--- config.mk ---
export PLATFORM = sky130hd
export DESIGN_NAME = rc5_key_expand_flat
export DESIGN_NICKNAME = d
export VERILOG_FILES = /design/src/rtl/rc5_pkg.sv /design/src/rtl/rc5_key_expand_if.sv /design/src/rtl/rc5_key_expand_rotl.sv /design/src/rtl/rc5_key_expand.sv /design/src/flat_wrapper.sv
export SDC_FILE = /design/constraint.sdc
export NUM_CORES = 2
export LEC_CHECK = 0
export ABC_AREA = 1
export CORE_UTILIZATION = 38
export CTS_CLUSTER_SIZE = 10
export DETAILED_ROUTE_END_ITERATION = 10
export GPL_ROUTABILITY_DRIVEN = 0
export PLACE_DENSITY = 0.62
export SLEW_MARGIN = 20
export SYNTH_ARGS = -nofsm -noshare
export SYNTH_HDL_FRONTEND = slang
export SYNTH_SLANG_ARGS = --single-unit
--- constraint.sdc ---
create_clock -name clk -period 37.7 [get_ports clk]
set_input_delay 7.54 -clock clk [delete_from_list [all_inputs] [get_ports clk]]
set_output_delay 7.54 -clock clk [all_outputs]
set_load 0.02 [all_outputs]
--- src/rtl/rc5_pkg.sv ---
// Shared RC5-16 constants and the key-expansion state type.
package rc5_pkg;

    localparam int WORD_W      = 16;
    localparam int NUM_SUBKEYS = 34;

    localparam logic [WORD_W-1:0] P16 = 16'hB7E1;
    localparam logic [WORD_W-1:0] Q16 = 16'h9E37;

    typedef enum logic [1:0] {
        KE_IDLE,
        KE_INIT,
        KE_MIX,
        KE_DONE
    } ke_state_t;

    // Number of mixing steps: three passes over the larger of S and L.
    function automatic int mix_steps(input int key_words);
        return 3 * ((key_words > NUM_SUBKEYS) ? key_words : NUM_SUBKEYS);
    endfunction

endpackage

--- src/rtl/rc5_key_expand_if.sv ---
// Host/round-core facing signals of the RC5 key-schedule engine.
interface rc5_key_expand_if #(
    parameter int KEY_BYTES = 16
);
    import rc5_pkg::*;

    logic                      start;
    logic [8*KEY_BYTES-1:0]    key_in;
    logic                      busy;
    logic                      keys_valid;
    logic [WORD_W-1:0]         subkeys [0:NUM_SUBKEYS-1];

    modport master (
        output start,
        output key_in,
        input  busy,
        input  keys_valid,
        input  subkeys
    );

    modport slave (
        input  start,
        input  key_in,
        output busy,
        output keys_valid,
        output subkeys
    );

endinterface

--- src/rtl/rc5_key_expand_rotl.sv ---
// 16-bit rotate-left by a 4-bit amount.
module rotl (
    input  logic [15:0] data_i,
    input  logic [3:0]  n_i,
    output logic [15:0] data_o
);

    logic [31:0] dbl;

    // Shift a doubled copy so the wrapped bits land in the upper half.
    always_comb begin
        dbl    = {data_i, data_i} << n_i;
        data_o = dbl[31:16];
    end

endmodule

--- src/rtl/rc5_key_expand.sv ---
// RC5-16/16/b key-schedule engine: builds S[0:33] sequentially and holds it.
//
// state | meaning
// IDLE  | reset state, waiting for start
// INIT  | writing S[i] = P16 + i*Q16, one word per cycle
// MIX   | 102 mixing steps over S and L, one per cycle
// DONE  | table complete and frozen, keys_valid high
module rc5_key_expand #(
    parameter int KEY_BYTES = 16
) (
    input  logic               clk,
    input  logic               rst,
    rc5_key_expand_if.slave    kx
);
    import rc5_pkg::*;

    localparam int C     = (KEY_BYTES + 1) / 2;
    localparam int JW    = (C > 1) ? $clog2(C) : 1;
    localparam int MIX_N = mix_steps(C);
    localparam int KW    = $clog2(MIX_N);

    localparam logic [5:0]    LAST_I = 6'(NUM_SUBKEYS - 1);
    localparam logic [JW-1:0] LAST_J = JW'(C - 1);
    localparam logic [KW-1:0] LAST_K = KW'(MIX_N - 1);

    ke_state_t         state_q, state_d;
    logic [WORD_W-1:0] s_q [0:NUM_SUBKEYS-1];
    logic [WORD_W-1:0] l_q [0:C-1];
    logic [WORD_W-1:0] a_q, b_q;
    logic [5:0]        i_q;
    logic [JW-1:0]     j_q;
    logic [KW-1:0]     k_q;

    logic [16*C-1:0]   key_pad;
    logic [WORD_W-1:0] init_word;
    logic [WORD_W-1:0] sum_a, a_new, ab_sum, sum_b, b_new;

    // Odd key lengths read the missing top byte as zero.
    always_comb begin
        key_pad                  = '0;
        key_pad[8*KEY_BYTES-1:0] = kx.key_in;
    end

    // S table initialisation word and the two adder/rotator stages of a mix step.
    always_comb begin
        init_word = (i_q == 6'd0) ? P16 : s_q[i_q - 6'd1] + Q16;
        sum_a     = s_q[i_q] + a_q + b_q;
        ab_sum    = a_new + b_q;
        sum_b     = l_q[j_q] + ab_sum;
    end

    rotl u_rot_a (
        .data_i (sum_a),
        .n_i    (4'd3),
        .data_o (a_new)
    );

    rotl u_rot_b (
        .data_i (sum_b),
        .n_i    (ab_sum[3:0]),
        .data_o (b_new)
    );

    // State register.
    always_ff @(posedge clk or posedge rst) begin
        if (rst) state_q <= KE_IDLE;
        else     state_q <= state_d;
    end

    // Next-state: start is honoured only in IDLE and DONE.
    always_comb begin
        state_d = state_q;
        case (state_q)
            KE_IDLE: if (kx.start)        state_d = KE_INIT;
            KE_INIT: if (i_q == LAST_I)   state_d = KE_MIX;
            KE_MIX:  if (k_q == LAST_K)   state_d = KE_DONE;
            KE_DONE: if (kx.start)        state_d = KE_INIT;
            default:                      state_d = KE_IDLE;
        endcase
    end

    // Key latch, S/L table updates and the A/B/i/j/k step registers.
    always_ff @(posedge clk or posedge rst) begin
        if (rst) begin
            for (int n = 0; n < NUM_SUBKEYS; n++) s_q[n] <= '0;
            for (int n = 0; n < C; n++)           l_q[n] <= '0;
            a_q <= '0;
            b_q <= '0;
            i_q <= '0;
            j_q <= '0;
            k_q <= '0;
        end else begin
            case (state_q)
                KE_IDLE, KE_DONE: begin
                    if (kx.start) begin
                        for (int n = 0; n < C; n++) l_q[n] <= key_pad[16*n +: 16];
                        a_q <= '0;
                        b_q <= '0;
                        i_q <= '0;
                        j_q <= '0;
                        k_q <= '0;
                    end
                end
                KE_INIT: begin
                    s_q[i_q] <= init_word;
                    i_q      <= (i_q == LAST_I) ? 6'd0 : i_q + 6'd1;
                end
                KE_MIX: begin
                    s_q[i_q] <= a_new;
                    l_q[j_q] <= b_new;
                    a_q      <= a_new;
                    b_q      <= b_new;
                    i_q      <= (i_q == LAST_I) ? 6'd0 : i_q + 6'd1;
                    j_q      <= (j_q == LAST_J) ? '0 : j_q + 1'b1;
                    k_q      <= k_q + 1'b1;
                end
                default: ;
            endcase
        end
    end

    assign kx.busy       = (state_q == KE_INIT) || (state_q == KE_MIX);
    assign kx.keys_valid = (state_q == KE_DONE);
    assign kx.subkeys    = s_q;

endmodule
--- src/flat_wrapper.sv ---
// flat-port wrapper written by rule: the top's interface ports become plain ports
module rc5_key_expand_flat import rc5_pkg::*;
#(
    parameter int KEY_BYTES = 16
)
  (clk, rst, kx_start, kx_key_in, kx_busy, kx_keys_valid, kx_subkeys);
  rc5_key_expand_if #(.KEY_BYTES(KEY_BYTES)) kx_i ();
  input  logic clk;
  input  logic rst;
  input wire logic [$bits(kx_i.start)-1:0] kx_start;
  input wire logic [$bits(kx_i.key_in)-1:0] kx_key_in;
  output wire logic [$bits(kx_i.busy)-1:0] kx_busy;
  output wire logic [$bits(kx_i.keys_valid)-1:0] kx_keys_valid;
  output wire logic [$bits(kx_i.subkeys)-1:0] kx_subkeys;
  assign kx_i.start = kx_start;
  assign kx_i.key_in = kx_key_in;
  assign kx_busy = kx_i.busy;
  assign kx_keys_valid = kx_i.keys_valid;
  assign kx_subkeys = {>>{kx_i.subkeys}};
  rc5_key_expand #(.KEY_BYTES(KEY_BYTES)) u_core (.clk(clk), .rst(rst), .kx(kx_i));
endmodule
[After elaboration in Yosys (flattened, before gate mapping)]
Cells that the tools add are included.
Word-level totals
  register bits: 722
  input bits: 131
  logic and storage cells: 121
  output and inout bits: 546
Cells by class
  mux-type cells: 35
  add/subtract/negate cells: 9
  bitwise operators: 3
  equality and inequality tests: 9
  reduce and logical (&&, ||, !) cells: 11
  shift-type cells: 1
  $lt $le $gt $ge: 5
Operators by type and width (count)
  544-bit bitwise mux: 2
  544-bit case mux with 2 select lines: 1
  128-bit case mux with 2 select lines: 1
  16-bit binary-select mux with 6-bit select: 2
  16-bit two-way mux: 10
  128-bit bitwise mux: 1
  128-bit two-way mux: 1
  16-bit demux with 6-bit select: 1
  16-bit adder: 4
  16-bit case mux with 2 select lines: 2
  16-bit binary-select mux with 3-bit select: 1
  16-bit demux with 3-bit select: 1
  32-bit by 4-bit left shift with 32-bit output: 1
  16-bit adder, second input constant: 1
  7-bit greater-or-equal comparator, second input constant: 2
  6-bit NOT with 7-bit output: 2
  7-bit case mux with 2 select lines: 1
  6-bit two-way mux: 2
  6-bit case mux with 2 select lines: 1
  7-bit by 1-bit adder with 7-bit output, second input constant: 1
  7-bit equality test, second input constant: 1
  7-bit by 1-bit < comparator with 1-bit output, second input constant: 1
  7-bit two-way mux: 1
  6-bit by 1-bit adder with 6-bit output, second input constant: 1
  22 further kinds: 31

[Longest topological paths before layout]
  word-level depth: 11
  mapped depth: 54
  mapped depth without buffers: 51

[Modules after synthesis]
A second synthesis with hierarchy kept.
Unflattened totals
  cells, all modules: 6043
  area total of the unflattened synthesis: 43546.8 µm²
Modules (own cells, without submodules)
  rc5_key_expand: area each 41895.2 µm², sequential area each 18067.3 µm², instances 1, cells each 5691
  rotl: area each 825.8 µm², sequential area each 0.0 µm², instances 2, cells each 176

[Worst setup path after synthesis]
No wires, ideal clock.
  path kind: input to register
  from: in kx_start
  to: reg u_core.l_q[100] (netlist name)
  stages: 11
  arrival: 9.380 ns
  required time: 37.578 ns
  buffers on the path: 2
  slack: 28.198 ns
  library setup time: 0.122 ns
  cells stage by stage: nor2_1 > nor2_1 > clkinv_1 > nand2_1 > inv_1 > buf_2 > a21oi_2 > inv_1 > clkbuf_1 > a21oi_1 > a21oi_1
On the way
  word-level cells in the longest chain between the ends: 2
RTL lines
  start, declared: RTL line flat_wrapper.sv:10  | input wire logic [$bits(kx_i.start)-1:0] kx_start;
  2-bit by 1-bit != test with 1-bit output (no source line)
  2-bit AND reduction (no source line)
  end signal, assigned by index: RTL line rc5_key_expand.sv:110  | l_q[j_q] <= b_new;
  end, declared: RTL line rc5_key_expand.sv:28  | logic [WORD_W-1:0] l_q [0:C-1];
No other way between the ends.
A chain may end at the register's enable or synchronous reset.

[Worst setup path after layout]
  from: reg u_core.i_q[0]
  to: reg u_core.b_q[5]
On the way
  word-level cells in the longest chain between the ends: 10
RTL lines
  start, declared: RTL line rc5_key_expand.sv:30  | logic [5:0] i_q;
  start signal, assigned: RTL line rc5_key_expand.sv:106  | i_q <= (i_q == LAST_I) ? 6'd0 : i_q + 6'd1;
  start signal, assigned: RTL line rc5_key_expand.sv:113  | i_q <= (i_q == LAST_I) ? 6'd0 : i_q + 6'd1;
  6-bit NOT with 7-bit output (implied by the code) (*): RTL line rc5_key_expand.sv:47  | sum_a = s_q[i_q] + a_q + b_q;
  16-bit binary-select mux with 6-bit select (*): RTL line rc5_key_expand.sv:47
  16-bit two-way mux (implied by the code) (*) (2 in series): RTL line rc5_key_expand.sv:47
  16-bit adder (*) (2 in series): RTL line rc5_key_expand.sv:47
  16-bit adder (*): RTL line rc5_key_expand.sv:48  | ab_sum = a_new + b_q;
  16-bit adder: RTL line rc5_key_expand.sv:49  | sum_b = l_q[j_q] + ab_sum;
  32-bit by 4-bit left shift with 32-bit output (*): RTL line rc5_key_expand_rotl.sv:12  | dbl = {data_i, data_i} << n_i;
  16-bit case mux with 2 select lines (*): RTL line rc5_key_expand.sv:93  | case (state_q)
  end signal, assigned: RTL line rc5_key_expand.sv:112  | b_q <= b_new;
  end, declared: RTL line rc5_key_expand.sv:29  | logic [WORD_W-1:0] a_q, b_q;
Every way passes the cells marked *; elsewhere a longest branch is shown, timed or not. The select of a mux whose other input is x is not followed.

==> results.json <==
{
  "synth_adder_area_share_pct": 2.56,
  "numCtsBuffers": 88,
  "cts_max_path_buffers": 3,
  "crit_end": "u_core.b_q[5]",
  "post_cts_buffers": 0,
  "cpPeakStageDelay_ns": 0.76,
  "synth_seq_cells": 722,
  "grtUsageTotal_pct": 36.6,
  "vias": 46300,
  "finClkSkew_ns": 0.0373,
  "setup_tns_ns": 0,
  "yosys_warnings": 0,
  "num_rows": 122,
  "wire_per_inst_um": 27.3,
  "grt_pass1_wl_um": 302000,
  "core-area_um2": 111000,
  "critPathMaxFanout": 96,
  "cts_tree": "built",
  "io_buffers": 676,
  "nets": 6436,
  "synthArstFlopShare_pct": 100,
  "ant_nets": 0,
  "dpl.hpwl_um": 151000,
  "worst-path-buf-inv": 6,
  "finalMaxSlewViolations": 0,
  "top_usage_layer": "met2",
  "via_per_inst": 5.96,
  "min_path_type": "reg2reg",
  "layout-drive-gt1-share_pct": 5.17,
  "setup_violations": 0,
  "dr.pass1.iters": 7,
  "outcome": "finished, final reports clean",
  "dieArea_um2": 113000,
  "routed_wl_um": 212000,
  "maxSlewHeadroom_pct": 14.9,
  "required_ns": 38.25,
  "synth.mux.area_fraction_pct": 0.0708,
  "timing.rr.end": "u_core.b_q[5]",
  "route.detailed.drc": 0,
  "r2r_cells": 35,
  "finalCriticalPeriod_ns": 11.46,
  "first_iter_violations": 6852,
  "maxCapViolations": 0,
  "met3_usage_pct": 10.5,
  "syn_inst": 5761,
  "fin_cells": 7761,
  "rsz0062_at_grt": "no",
  "synth_top_flop_cell": "dfrtp_1",
  "use_met2_pct": 52.1,
  "crit_slowest_cell": "dfrtp_4",
  "ctsRootBufferMaster": "clkbuf_16",
  "cts.sinks": 722,
  "syn_nets": 5968,
  "pin_count": 677,
  "yosysUniqueCellTypes": 64,
  "start_util_pct": 38.3,
  "clkTransAtPathRegs_ns": 0.06,
  "dp_cells": 7627,
  "antenna_found_initial": 6,
  "synth_top_family_by_area": "simple AND/OR/NAND/NOR gates",
  "crit_cells": 35,
  "overflow": 0,
  "worst_pin_slew_ns": 1.26,
  "r2r_setup_slack_ns": 26.24,
  "critical_path_arrival_ns": 12.00,
  "crit_top_cell": "nand3_1",
  "cp-end-kind": "flop",
  "clk_latency_ns": 0.69,
  "synth_edf_count": 0,
  "critPathKind": "reg2reg",
  "grt_max_degree": 160,
  "synth-simple-area-share_pct": 24.0,
  "min_period_over_period_pct": 30.4,
  "die_h_um": 336,
  "globalRouteMet1Util_pct": 48.2,
  "cts_resized": 0,
  "synth_xor_area_share_pct": 0.989,
  "seq_area_frac_synth_pct": 42.6,
  "htree_levels": 3,
  "hold_buffers": 0,
  "finalHoldViolCount": 0,
  "die_w_um": 336,
  "cp-start-kind": "flop",
  "area_growth_pct": 24.5,
  "nFillCells": 10800,
  "synth_compound_area_share_pct": 20.4,
  "r2r-start": "u_core.i_q[0]",
  "synthesis.area_um2": 42400,
  "synth_area_per_cell_um2": 7.36,
  "grt_pass1_vias": 42400,
  "max_freq_mhz": 87.3,
  "hold-worst-slack_ns": 0.488,
  "path_delay_family": "buffers and inverters",
  "cp-startpoint": "u_core.i_q[0]"
}
## per-stage QoR
| step | util (%) | worst slack, ns | area [µm²] |
|---|---|---|---|
| final | 47.7 | 26.24 | 52800 |
| after detailed placement | 45.3 | 25.87 | 50200 |
| after global routing | 47.7 | 25.75 | 52800 |
| after CTS | 47.7 | 26.58 | 52800 |
| after global placement | 45.3 | 25.89 | 50200 |
| after floorplan | - | 9.91 | 42400 |
## cell usage after synthesis, types with 4 or more instances
master,n,share of area [%]
dfrtp_1,722,43
nand2_1,1023,9.1
o21ai_1,8,0.094
a21o_1,4,0.071
ha_1,58,1.7
o21bai_1,6,0.11
inv_2,10,0.089
nand3b_1,7,0.12
a31oi_1,5,0.074
nor2_1,607,5.4
a221oi_1,58,1.2
nand2_2,9,0.13
a21oi_1,775,9.1
nand4_1,52,0.77
xor2_1,26,0.54
buf_1,34,0.30
a22o_1,11,0.23
clkinv_1,25,0.22
o211ai_1,71,1.3
clkbuf_1,242,2.1
fa_1,18,0.85
nand3_1,637,7.5
a21oi_2,14,0.29
inv_1,586,5.2
nand3_2,6,0.14
o21ai_0,370,4.4
buf_6,11,0.29
buf_2,86,1.0
o2111ai_1,19,0.39
a22oi_1,60,1.1
nor3_1,4,0.047
o41ai_1,14,0.29
o2bb2ai_1,7,0.14
or2_2,26,0.38
nor2_2,5,0.074
xnor2_1,8,0.17
o22ai_1,80,1.2
buf_4,11,0.19
## layer usage
metal / routed length, µm / part of all wire [%]
met1: 79500 / 38
met4: 16200 / 7.7
met5: 49 / 0.023
met2: 87600 / 41
met3: 28200 / 13
## cells in the final DEF (no fill, tap or decap), types with 58 or more instances in the layout
cell,n
o211ai_1,71
a221oi_1,58
o21ai_0,370
nor2_1,591
nand2_1,1022
clkbuf_16,88
inv_1,576
a21oi_1,775
a22oi_1,60
buf_4,84
o22ai_1,79
nand3_1,634
clkdlybuf4s50_1,676
dfrtp_1,721
## worst min-delay path by stage
stage | from | end | slack, ns | cells past startpoint
6_report | u_core.k_q[6] | u_core.k_q[6] | 0.49 | 1
5_1_grt | u_core.k_q[6] | u_core.k_q[6] | 0.50 | 1
4_1_cts | u_core.k_q[6] | u_core.k_q[6] | 0.48 | 1
3_5_place_dp | u_core.k_q[6] | u_core.k_q[6] | 0.47 | 1
3_3_place_gp | u_core.k_q[6] | u_core.k_q[6] | 0.47 | 1
2_1_floorplan | u_core.k_q[6] | u_core.k_q[6] | 0.44 | 1
## worst reg2reg max path, delay by kind of cell (launching register included)
| family | cells | cell delay [ns] |
|---|---|---|
| xor+xnor | 1 | 0.57 |
| fa+ha+maj | 4 | 1.90 |
| compound gates | 9 | 1.77 |
| simple gates | 15 | 2.98 |
| flops | 1 | 0.76 |
| buf+inv | 6 | 3.34 |
## cell type report
class	instances	area (µm²)	area share [%]
multi-input combinational	4033	20400	38.7
clock inverter	15	201	0.382
tap	1488	1860	3.53
antenna	3	7.51	0.0142
sequential	722	18100	34.2
timing repair buffer	763	7440	14.1
inverter	621	2350	4.46
clock buffer	116	2420	4.58
## cells by family (layout without fill, tap and decap cells)
logic type                 Yosys count  in the layout
buffers and inverters             1006           1515
adders and majority gates           76             76
and+or+nand+nor                   2392           2392
muxes                                3              3
DFF                                722            722
other                                0              3
AOI/OAI and AO/OA                 1523           1523
xor gates and xnor gates            39             39
## registers in the layout, summed over array words and instances, names as in the netlist
signal	count
u_core.l_q	128
u_core.i_q	6
u_core.k_q	7
u_core.a_q	16
u_core.j_q	3
u_core.kx.subkeys	544
u_core.state_q	2
u_core.b_q	16
Power is left out: the tool's default activity adds up to more than one toggle a clock period on the data nets, which glitch-free logic cannot reach.
